## src/rtl/echo_pkg.sv

```systemverilog
// Shared definitions for the echo-reduction delay line: controller state encoding,
// default geometry and the delay clamp used whenever a new delay is accepted.
package echo_pkg;

  // Default RAM address width (DEPTH = 2**ADDR_W) and power-on delay in samples.
  // The subtract/saturate datapath sizes its sample RAM from these as well.
  localparam int unsigned DEF_ADDR_W        = 10;
  localparam int unsigned DEF_DELAY_SAMPLES = 512;

  // Controller states.
  typedef enum logic [1:0] {
    StIdle     = 2'd0,
    StPrime    = 2'd1,
    StRun      = 2'd2,
    StReconfig = 2'd3
  } echo_state_e;

  // A zero delay would read the slot being written this sample, so it becomes 1;
  // anything beyond the RAM depth is pinned to the oldest slot still held.
  function automatic int unsigned clamp_delay(input int unsigned req,
                                              input int unsigned max_delay);
    if (req == 0) begin
      return 1;
    end else if (req > max_delay) begin
      return max_delay;
    end
    return req;
  endfunction

endpackage

```

## src/rtl/echo_delay_ctrl_if.sv

```systemverilog
// Bundle between the sample-strobe/config side and the echo delay-line sequencer.
// The master drives run control, sample strobes and config requests; the slave
// (the sequencer) drives the RAM strobes, echo qualifier and status.
interface echo_delay_ctrl_if
  import echo_pkg::*;
#(
  parameter int unsigned ADDR_W = DEF_ADDR_W
) ();

  logic              enable;
  logic              sample_en;
  logic [ADDR_W-1:0] cfg_delay;
  logic              cfg_valid;
  logic              cfg_ready;
  logic              mem_wr_en;
  logic [ADDR_W-1:0] mem_wr_addr;
  logic              mem_rd_en;
  logic [ADDR_W-1:0] mem_rd_addr;
  logic              echo_valid;
  logic [ADDR_W-1:0] cur_delay;
  logic              busy;

  modport master (
    output enable,
    output sample_en,
    output cfg_delay,
    output cfg_valid,
    input  cfg_ready,
    input  mem_wr_en,
    input  mem_wr_addr,
    input  mem_rd_en,
    input  mem_rd_addr,
    input  echo_valid,
    input  cur_delay,
    input  busy
  );

  modport slave (
    input  enable,
    input  sample_en,
    input  cfg_delay,
    input  cfg_valid,
    output cfg_ready,
    output mem_wr_en,
    output mem_wr_addr,
    output mem_rd_en,
    output mem_rd_addr,
    output echo_valid,
    output cur_delay,
    output busy
  );

endinterface

```

## src/rtl/echo_ptr_gen.sv

```systemverilog
// Write pointer of the delay-line RAM plus the matching read address.
// The read address is the pointer minus the delay, wrapping naturally mod DEPTH.
module echo_ptr_gen
  import echo_pkg::*;
#(
  parameter int unsigned ADDR_W = DEF_ADDR_W
) (
  input  logic              clk,
  input  logic              rst_n,
  input  logic              advance,
  input  logic [ADDR_W-1:0] delay,
  output logic [ADDR_W-1:0] wr_ptr,
  output logic [ADDR_W-1:0] rd_addr
);

  logic [ADDR_W-1:0] wr_ptr_q;
  logic [ADDR_W-1:0] wr_ptr_d;

  // Step once per issued write; DEPTH-1 rolls over to 0 by truncation.
  always_comb begin
    wr_ptr_d = wr_ptr_q;
    if (advance) begin
      wr_ptr_d = wr_ptr_q + ADDR_W'(1);
    end
  end

  // Pointer register; only reset clears it, so history survives re-priming.
  always_ff @(posedge clk or negedge rst_n) begin
    if (!rst_n) begin
      wr_ptr_q <= '0;
    end else begin
      wr_ptr_q <= wr_ptr_d;
    end
  end

  assign wr_ptr  = wr_ptr_q;
  assign rd_addr = wr_ptr_q - delay;

endmodule

```

## src/rtl/echo_delay_ctrl.sv

```systemverilog
// Echo delay-line sequencer. Issues one RAM write per output sample and, once the
// line holds cur_delay samples, one read of the sample cur_delay samples ago.
// echo_valid qualifies the RAM read data one cycle after the read strobe so the
// subtract datapath uses zero echo until the line is primed.
module echo_delay_ctrl
  import echo_pkg::*;
#(
  parameter int unsigned ADDR_W    = DEF_ADDR_W,
  parameter int unsigned DEF_DELAY = DEF_DELAY_SAMPLES
) (
  input  logic             clk,
  input  logic             rst_n,
  echo_delay_ctrl_if.slave bus
);

  localparam int unsigned Depth    = 2 ** ADDR_W;
  localparam int unsigned MaxDelay = Depth - 1;

  echo_state_e state_q, state_d;

  logic [ADDR_W-1:0] cur_delay_q, cur_delay_d;
  logic [ADDR_W-1:0] pend_delay_q, pend_delay_d;
  logic [ADDR_W-1:0] prime_cnt_q, prime_cnt_d;
  logic [ADDR_W-1:0] prime_cnt_inc;

  logic              wr_en_q, rd_en_q, echo_valid_q;
  logic [ADDR_W-1:0] wr_addr_q, rd_addr_q;

  logic              cfg_ready;
  logic              busy;
  logic              cfg_fire;
  logic              wr_fire;
  logic              rd_fire;
  logic [ADDR_W-1:0] cfg_clamped;
  logic [ADDR_W-1:0] wr_ptr;
  logic [ADDR_W-1:0] rd_addr;

  assign cfg_clamped   = ADDR_W'(clamp_delay(32'(bus.cfg_delay), MaxDelay));
  assign cfg_fire      = bus.cfg_valid & cfg_ready;
  assign prime_cnt_inc = prime_cnt_q + ADDR_W'(1);

  echo_ptr_gen #(
    .ADDR_W (ADDR_W)
  ) u_ptr_gen (
    .clk     (clk),
    .rst_n   (rst_n),
    .advance (wr_fire),
    .delay   (cur_delay_q),
    .wr_ptr  (wr_ptr),
    .rd_addr (rd_addr)
  );

  // FSM state register.
  always_ff @(posedge clk or negedge rst_n) begin
    if (!rst_n) begin
      state_q <= StIdle;
    end else begin
      state_q <= state_d;
    end
  end

  // FSM next state; dropping enable always wins and returns to idle.
  always_comb begin
    state_d = state_q;
    if (!bus.enable) begin
      state_d = StIdle;
    end else begin
      unique case (state_q)
        StIdle: begin
          state_d = StPrime;
        end
        StPrime: begin
          if (cfg_fire) begin
            state_d = StReconfig;
          end else if (bus.sample_en && (prime_cnt_inc == cur_delay_q)) begin
            // This write completes priming; the next sample can read.
            state_d = StRun;
          end
        end
        StRun: begin
          if (cfg_fire) begin
            state_d = StReconfig;
          end
        end
        StReconfig: begin
          // A sample landing here counts as the first priming write.
          if (bus.sample_en && (pend_delay_q == ADDR_W'(1))) begin
            state_d = StRun;
          end else begin
            state_d = StPrime;
          end
        end
        default: begin
          state_d = StIdle;
        end
      endcase
    end
  end

  // FSM outputs: handshake, status and which strobes this sample gets.
  always_comb begin
    cfg_ready = 1'b1;
    busy      = 1'b0;
    wr_fire   = 1'b0;
    rd_fire   = 1'b0;
    unique case (state_q)
      StIdle: begin
        cfg_ready = 1'b1;
      end
      StPrime: begin
        busy    = 1'b1;
        wr_fire = bus.enable & bus.sample_en;
      end
      StRun: begin
        wr_fire = bus.enable & bus.sample_en;
        rd_fire = bus.enable & bus.sample_en;
      end
      StReconfig: begin
        busy      = 1'b1;
        cfg_ready = 1'b0;
        wr_fire   = bus.enable & bus.sample_en;
      end
      default: begin
        cfg_ready = 1'b1;
      end
    endcase
  end

  // Delay and prime-counter next state. A config accepted while the line is
  // running is parked until the reconfig cycle so an in-flight sample keeps the
  // old delay; when idle (or being disabled) it applies straight away.
  always_comb begin
    cur_delay_d  = cur_delay_q;
    pend_delay_d = pend_delay_q;
    prime_cnt_d  = prime_cnt_q;
    if (cfg_fire) begin
      if ((state_q == StIdle) || !bus.enable) begin
        cur_delay_d = cfg_clamped;
      end else begin
        pend_delay_d = cfg_clamped;
      end
    end
    unique case (state_q)
      StIdle: begin
        prime_cnt_d = '0;
      end
      StPrime: begin
        if (wr_fire) begin
          prime_cnt_d = prime_cnt_inc;
        end
      end
      StRun: begin
        prime_cnt_d = prime_cnt_q;
      end
      StReconfig: begin
        cur_delay_d = pend_delay_q;
        prime_cnt_d = wr_fire ? ADDR_W'(1) : '0;
      end
      default: begin
        prime_cnt_d = '0;
      end
    endcase
  end

  // Delay configuration and priming progress registers.
  always_ff @(posedge clk or negedge rst_n) begin
    if (!rst_n) begin
      cur_delay_q  <= ADDR_W'(DEF_DELAY);
      pend_delay_q <= ADDR_W'(DEF_DELAY);
      prime_cnt_q  <= '0;
    end else begin
      cur_delay_q  <= cur_delay_d;
      pend_delay_q <= pend_delay_d;
      prime_cnt_q  <= prime_cnt_d;
    end
  end

  // RAM strobes one cycle after sample_en; echo_valid trails the read by the
  // single-cycle RAM read latency. Addresses hold between strobes.
  always_ff @(posedge clk or negedge rst_n) begin
    if (!rst_n) begin
      wr_en_q      <= 1'b0;
      rd_en_q      <= 1'b0;
      echo_valid_q <= 1'b0;
      wr_addr_q    <= '0;
      rd_addr_q    <= '0;
    end else begin
      wr_en_q      <= wr_fire;
      rd_en_q      <= rd_fire;
      echo_valid_q <= rd_en_q;
      if (wr_fire) begin
        wr_addr_q <= wr_ptr;
      end
      if (rd_fire) begin
        rd_addr_q <= rd_addr;
      end
    end
  end

  assign bus.cfg_ready   = cfg_ready;
  assign bus.busy        = busy;
  assign bus.mem_wr_en   = wr_en_q;
  assign bus.mem_wr_addr = wr_addr_q;
  assign bus.mem_rd_en   = rd_en_q;
  assign bus.mem_rd_addr = rd_addr_q;
  assign bus.echo_valid  = echo_valid_q;
  assign bus.cur_delay   = cur_delay_q;

endmodule
```

## src/flat_wrapper.sv

```systemverilog
// flat-port wrapper written by rule: the top's interface ports become plain ports
module echo_delay_ctrl_flat import echo_pkg::*;
#(
  parameter int unsigned ADDR_W    = DEF_ADDR_W,
  parameter int unsigned DEF_DELAY = DEF_DELAY_SAMPLES
)
  (clk, rst_n, bus_enable, bus_sample_en, bus_cfg_delay, bus_cfg_valid, bus_cfg_ready, bus_mem_wr_en, bus_mem_wr_addr, bus_mem_rd_en, bus_mem_rd_addr, bus_echo_valid, bus_cur_delay, bus_busy);
  echo_delay_ctrl_if #(.ADDR_W(ADDR_W)) bus_i ();
  input  logic clk;
  input  logic rst_n;
  input wire logic [$bits(bus_i.enable)-1:0] bus_enable;
  input wire logic [$bits(bus_i.sample_en)-1:0] bus_sample_en;
  input wire logic [$bits(bus_i.cfg_delay)-1:0] bus_cfg_delay;
  input wire logic [$bits(bus_i.cfg_valid)-1:0] bus_cfg_valid;
  output wire logic [$bits(bus_i.cfg_ready)-1:0] bus_cfg_ready;
  output wire logic [$bits(bus_i.mem_wr_en)-1:0] bus_mem_wr_en;
  output wire logic [$bits(bus_i.mem_wr_addr)-1:0] bus_mem_wr_addr;
  output wire logic [$bits(bus_i.mem_rd_en)-1:0] bus_mem_rd_en;
  output wire logic [$bits(bus_i.mem_rd_addr)-1:0] bus_mem_rd_addr;
  output wire logic [$bits(bus_i.echo_valid)-1:0] bus_echo_valid;
  output wire logic [$bits(bus_i.cur_delay)-1:0] bus_cur_delay;
  output wire logic [$bits(bus_i.busy)-1:0] bus_busy;
  assign bus_i.enable = bus_enable;
  assign bus_i.sample_en = bus_sample_en;
  assign bus_i.cfg_delay = bus_cfg_delay;
  assign bus_i.cfg_valid = bus_cfg_valid;
  assign bus_cfg_ready = bus_i.cfg_ready;
  assign bus_mem_wr_en = bus_i.mem_wr_en;
  assign bus_mem_wr_addr = bus_i.mem_wr_addr;
  assign bus_mem_rd_en = bus_i.mem_rd_en;
  assign bus_mem_rd_addr = bus_i.mem_rd_addr;
  assign bus_echo_valid = bus_i.echo_valid;
  assign bus_cur_delay = bus_i.cur_delay;
  assign bus_busy = bus_i.busy;
  echo_delay_ctrl #(.ADDR_W(ADDR_W), .DEF_DELAY(DEF_DELAY)) u_core (.clk(clk), .rst_n(rst_n), .bus(bus_i));
endmodule
```

## config.mk

```make
export PLATFORM = sky130hd
export DESIGN_NAME = echo_delay_ctrl_flat
export DESIGN_NICKNAME = d
export VERILOG_FILES = /design/src/rtl/echo_pkg.sv /design/src/rtl/echo_delay_ctrl_if.sv /design/src/rtl/echo_ptr_gen.sv /design/src/rtl/echo_delay_ctrl.sv /design/src/flat_wrapper.sv
export SDC_FILE = /design/constraint.sdc
export NUM_CORES = 1
export LEC_CHECK = 0
export ABC_AREA = 1
export BUFFER_PORTS_ARGS = -buffer_cell sky130_fd_sc_hd__clkbuf_2
export CORE_ASPECT_RATIO = 2
export CORE_MARGIN = 10
export CORE_UTILIZATION = 35
export CTS_BUF_LIST = sky130_fd_sc_hd__clkbuf_4 sky130_fd_sc_hd__clkbuf_8 sky130_fd_sc_hd__clkbuf_16
export DETAILED_ROUTE_END_ITERATION = 8
export PLACE_DENSITY_LB_ADDON = 0.08
export SETUP_SLACK_MARGIN = 0.5
export SKIP_LAST_GASP = 1
export SYNTH_ARGS = -nofsm -noshare
export SYNTH_HDL_FRONTEND = slang
export SYNTH_HIERARCHICAL = 1
export SYNTH_SLANG_ARGS = --single-unit
```

## constraint.sdc

```tcl
create_clock -name clk -period 2.6 [get_ports clk]
set_clock_uncertainty 0.2 [all_clocks]
set_input_delay 0.26 -clock clk [delete_from_list [all_inputs] [get_ports clk]]
set_output_delay 0.26 -clock clk [all_outputs]
set_load 0.005 [all_outputs]
```

==> impl_metrics.yaml <==
global_routing:
  grt_pass1_wl_um: 16500
  track_usage_pct: 14.2
  grt_max_degree: 41
  grt_pass1_vias: 3302
  grt_overflow_total: 0
  antenna_found_initial: 0
yosys:
  yosysWarnings: 6
  syn-num-nets: 487
  ys_types: 35
  synth-main-ff-cell: "dfrtp_1"
  synth-edff-count: 0
  ys_seq_area_share_pct: 45.9
  ys_async_sr_fraction_pct: 100
  syn_inst: 460
  synth.ff_latch_count: 65
  syn_avg_cell_area_um2: 7.72
  synth_area_um2: 3550
sta:
  slew_headroom_pct: 56.7
  tns_ps: 0
  slew_violations: 0
  worst_pin_slew_ps: 644
  period_share_pct: 76.9
  layout_min_cycle_time_ps: 2000
  rsz0062_at_grt: "true"
  hold_viol: 0
  fmax_ghz: 0.500
  setup_violations: 0
drt:
  drc: 0
  vias_per_cell: 4.67
  ant_nets: 0
  wl_um: 9980
  drt_iter0_drc: 107
  wl_per_cell_um: 14.7
  vias: 3177
  drt_first_pass_iters: 4
worst_hold_path:
  hp-start: "bus_cfg_delay[1]"
  worst_hold_path_type: "in2reg"
cts:
  htree_levels: 3
  clkLatencyLatePin_ps: 330
  cts_root_buf: "clkbuf_16"
  cts_tree: "yes"
  numCtsBuffers: 9
  clk_pin_slew_ps: 50
  cts.path.max_buffers: 2
  clock_sinks: 65
power:
  p_total_w: 0.00415
  p_leak_nw: 2.40
  p_per_area_nw_per_um2: 918
  ir_worst_vdd_mv: 0.504
critical_path:
  slowest_delay_ps: 400
  crit_family: "simple AND/OR/NAND/NOR gates"
  worstReg2RegStart: "u_core/state_q[1]$_DFFE_PN0P_"
  arrival_ps: 2020
  cpMaxStageDelayCell: "dfrtp_1"
  cp_cell_sequence: "inv_1 -> a21oi_2 -> inv_1 -> nor2_2 -> buf_6 -> inv_2 -> nor2_4 -> nand2_2 -> nor2_2 -> nand2_1 -> nand2_1 -> nand2_1"
  crit_top_cell: "nand2_1"
  end_kind: "flip-flop"
  worstSetupPathType: "reg2reg"
  cp_max_fo: 12
  cp_num_buf_inv: 4
  startpoint: "u_core/state_q[1]$_DFFE_PN0P_"
  worst_ep_required_time_ps: 2620
  start_kind: "flip-flop"
layout:
  antenna_cells: 0
  drive_above_1_share_pct: 21.5
  final_net_count: 567
  syn2layout_area_growth_pct: 27.4
floorplan:
  io_pins: 50
  die_y_um: 162
  die-width_um: 91.2
  die-area_um2: 14800
  core-area_um2: 10000
  num_rows: 52
  start_util_pct: 35.5
run:
  cap_viol_max_count: 0
placed_design:
  hpwl_um: 8050
  routabilityCongestion: 0.840
  port_buffers: 49
outcome:
  outcome: "complete, no violations"
## layout make-up
class                           instances  area (um2)
Multi-Input combinational cell        317        1650
Fill cell                            1055        5490
Timing Repair Buffer                   74         459
Sequential cell                        65        1630
Clock inverter                          6         105
Tap cell                              135         169
Clock buffer                           10         239
Inverter                               73         274
## registers in the layout, summed over array words and instances, names as in the netlist
register	flops
u_core/bus.echo_valid	1
u_core/bus.cur_delay	10
u_core/state_q	2
u_core/pend_delay_q	10
u_core/bus.mem_wr_addr	10
u_core/bus.mem_rd_addr	10
u_core/bus.mem_rd_en	1
u_core/u_ptr_gen/wr_ptr	10
u_core/prime_cnt_q	10
u_core/bus.mem_wr_en	1
## metal layers
| metal | vias to the layer above | GRT usage (%) | routed length (um) |
|---|---|---|---|
| met2 | 62 | 28.2 | 5790 |
| li1 | 1621 | - | - |
| met5 | - | 0 | 0 |
| met3 | 21 | 4.02 | 415 |
| met1 | 1473 | 12.2 | 3360 |
| met4 | 0 | 7.81 | 420 |
## report_power, final
part           internal (W)  switching, W
Clock              0.000957      0.000437
Sequential          0.00127      0.000224
Combinational      0.000527      0.000743
Total               0.00275       0.00140
## repair_timing
item,CTS,global route
buffers inserted,0,10
setup endpoints to repair,1,11
pin swaps,0,2
resized for setup,1,8
endpoints found under the hold margin,71,0
hold buffers,9,0
## Yosys cell counts, types with 4 or more instances
cell type,number,area [um2]
a21oi_1,12,60.1
nor2_1,19,71.3
o221ai_1,4,35.0
nand2_1,168,631
o22ai_1,13,81.3
inv_2,5,18.8
o21ai_0,5,25.0
o21ai_1,5,25.0
inv_1,67,251
nand3_1,32,160
ha_1,11,138
nor2_2,5,31.3
nand3_2,4,40.0
dfrtp_1,63,1580
xor2_1,8,70.1
xnor2_1,4,35.0
nor4_1,4,25.0
## worst register-to-register path: cells and delay by family, from the launching register on
kind | cells | cell delay [ps]
and+or+nand+nor | 7 | 640
buffers and inverters | 4 | 470
DFF | 1 | 400
AOI/OAI and AO/OA | 1 | 170
## through the flow
step | cells | setup slack, ps | hold WS [ps] | cell area (um2) | util, %
after global placement | 645 | 487 | 86.3 | 3990 | 39.8
after CTS | 670 | 501 | 5.34 | 4430 | 44.2
after global routing | 680 | 456 | 27.3 | 4530 | 45.2
final | 680 | 602 | 34.1 | 4530 | 45.2
after detailed placement | 645 | 477 | 86.5 | 3990 | 39.8
after floorplan | 460 | 654 | -236 | 3550 | -
## placed cells by master (no fill, tap or decap), drive strengths merged
master and count:
xnor2 4, clkbuf 59, a22oi 2, clkinv 4, o21ai 10, o21a 1
a31o 1, o211ai 1, ha 11, o21bai 1, inv 72, nor3 2
dfstp 2, a21oi 15, nand3b 1, o221ai 4, bufinv 3, o22ai 13
buf 16, xor2 8, dfrtp 63, or2 1, fa 1, nor2 27
nand3 36, dlygate4sd3 9, nand2 171, nor4 4, nand4 3
## logic make-up (layout without fill, tap and decap cells)
| family | after synthesis | count (layout) | share of synthesized area (%) |
|---|---|---|---|
| flops | 65 | 65 | 45.9 |
| buf+inv | 78 | 163 | 8.35 |
| fa+ha+maj | 12 | 12 | 4.44 |
| simple gates | 245 | 245 | 30.0 |
| compound gates | 48 | 48 | 8.42 |
| xor+xnor | 12 | 12 | 2.96 |
## worst paths after layout
check	end	slack, ps	cells after the start
worst max register to register	u_core/u_ptr_gen/wr_ptr[9]$_DFFE_PN0P_	600	12
worst min register to register	u_core/bus.echo_valid$_DFF_PN0_	180	0
max in group asynchronous	u_core/bus.cur_delay[0]$_DFFE_PN0P_	1440	3
min in group asynchronous	u_core/bus.mem_wr_en$_DFF_PN0_	260	3
worst max-delay path	u_core/u_ptr_gen/wr_ptr[9]$_DFFE_PN0P_	600	12
worst min-delay path	u_core/pend_delay_q[1]$_DFFE_PN0P_	30	3
(Power assumes the default switching activity.)
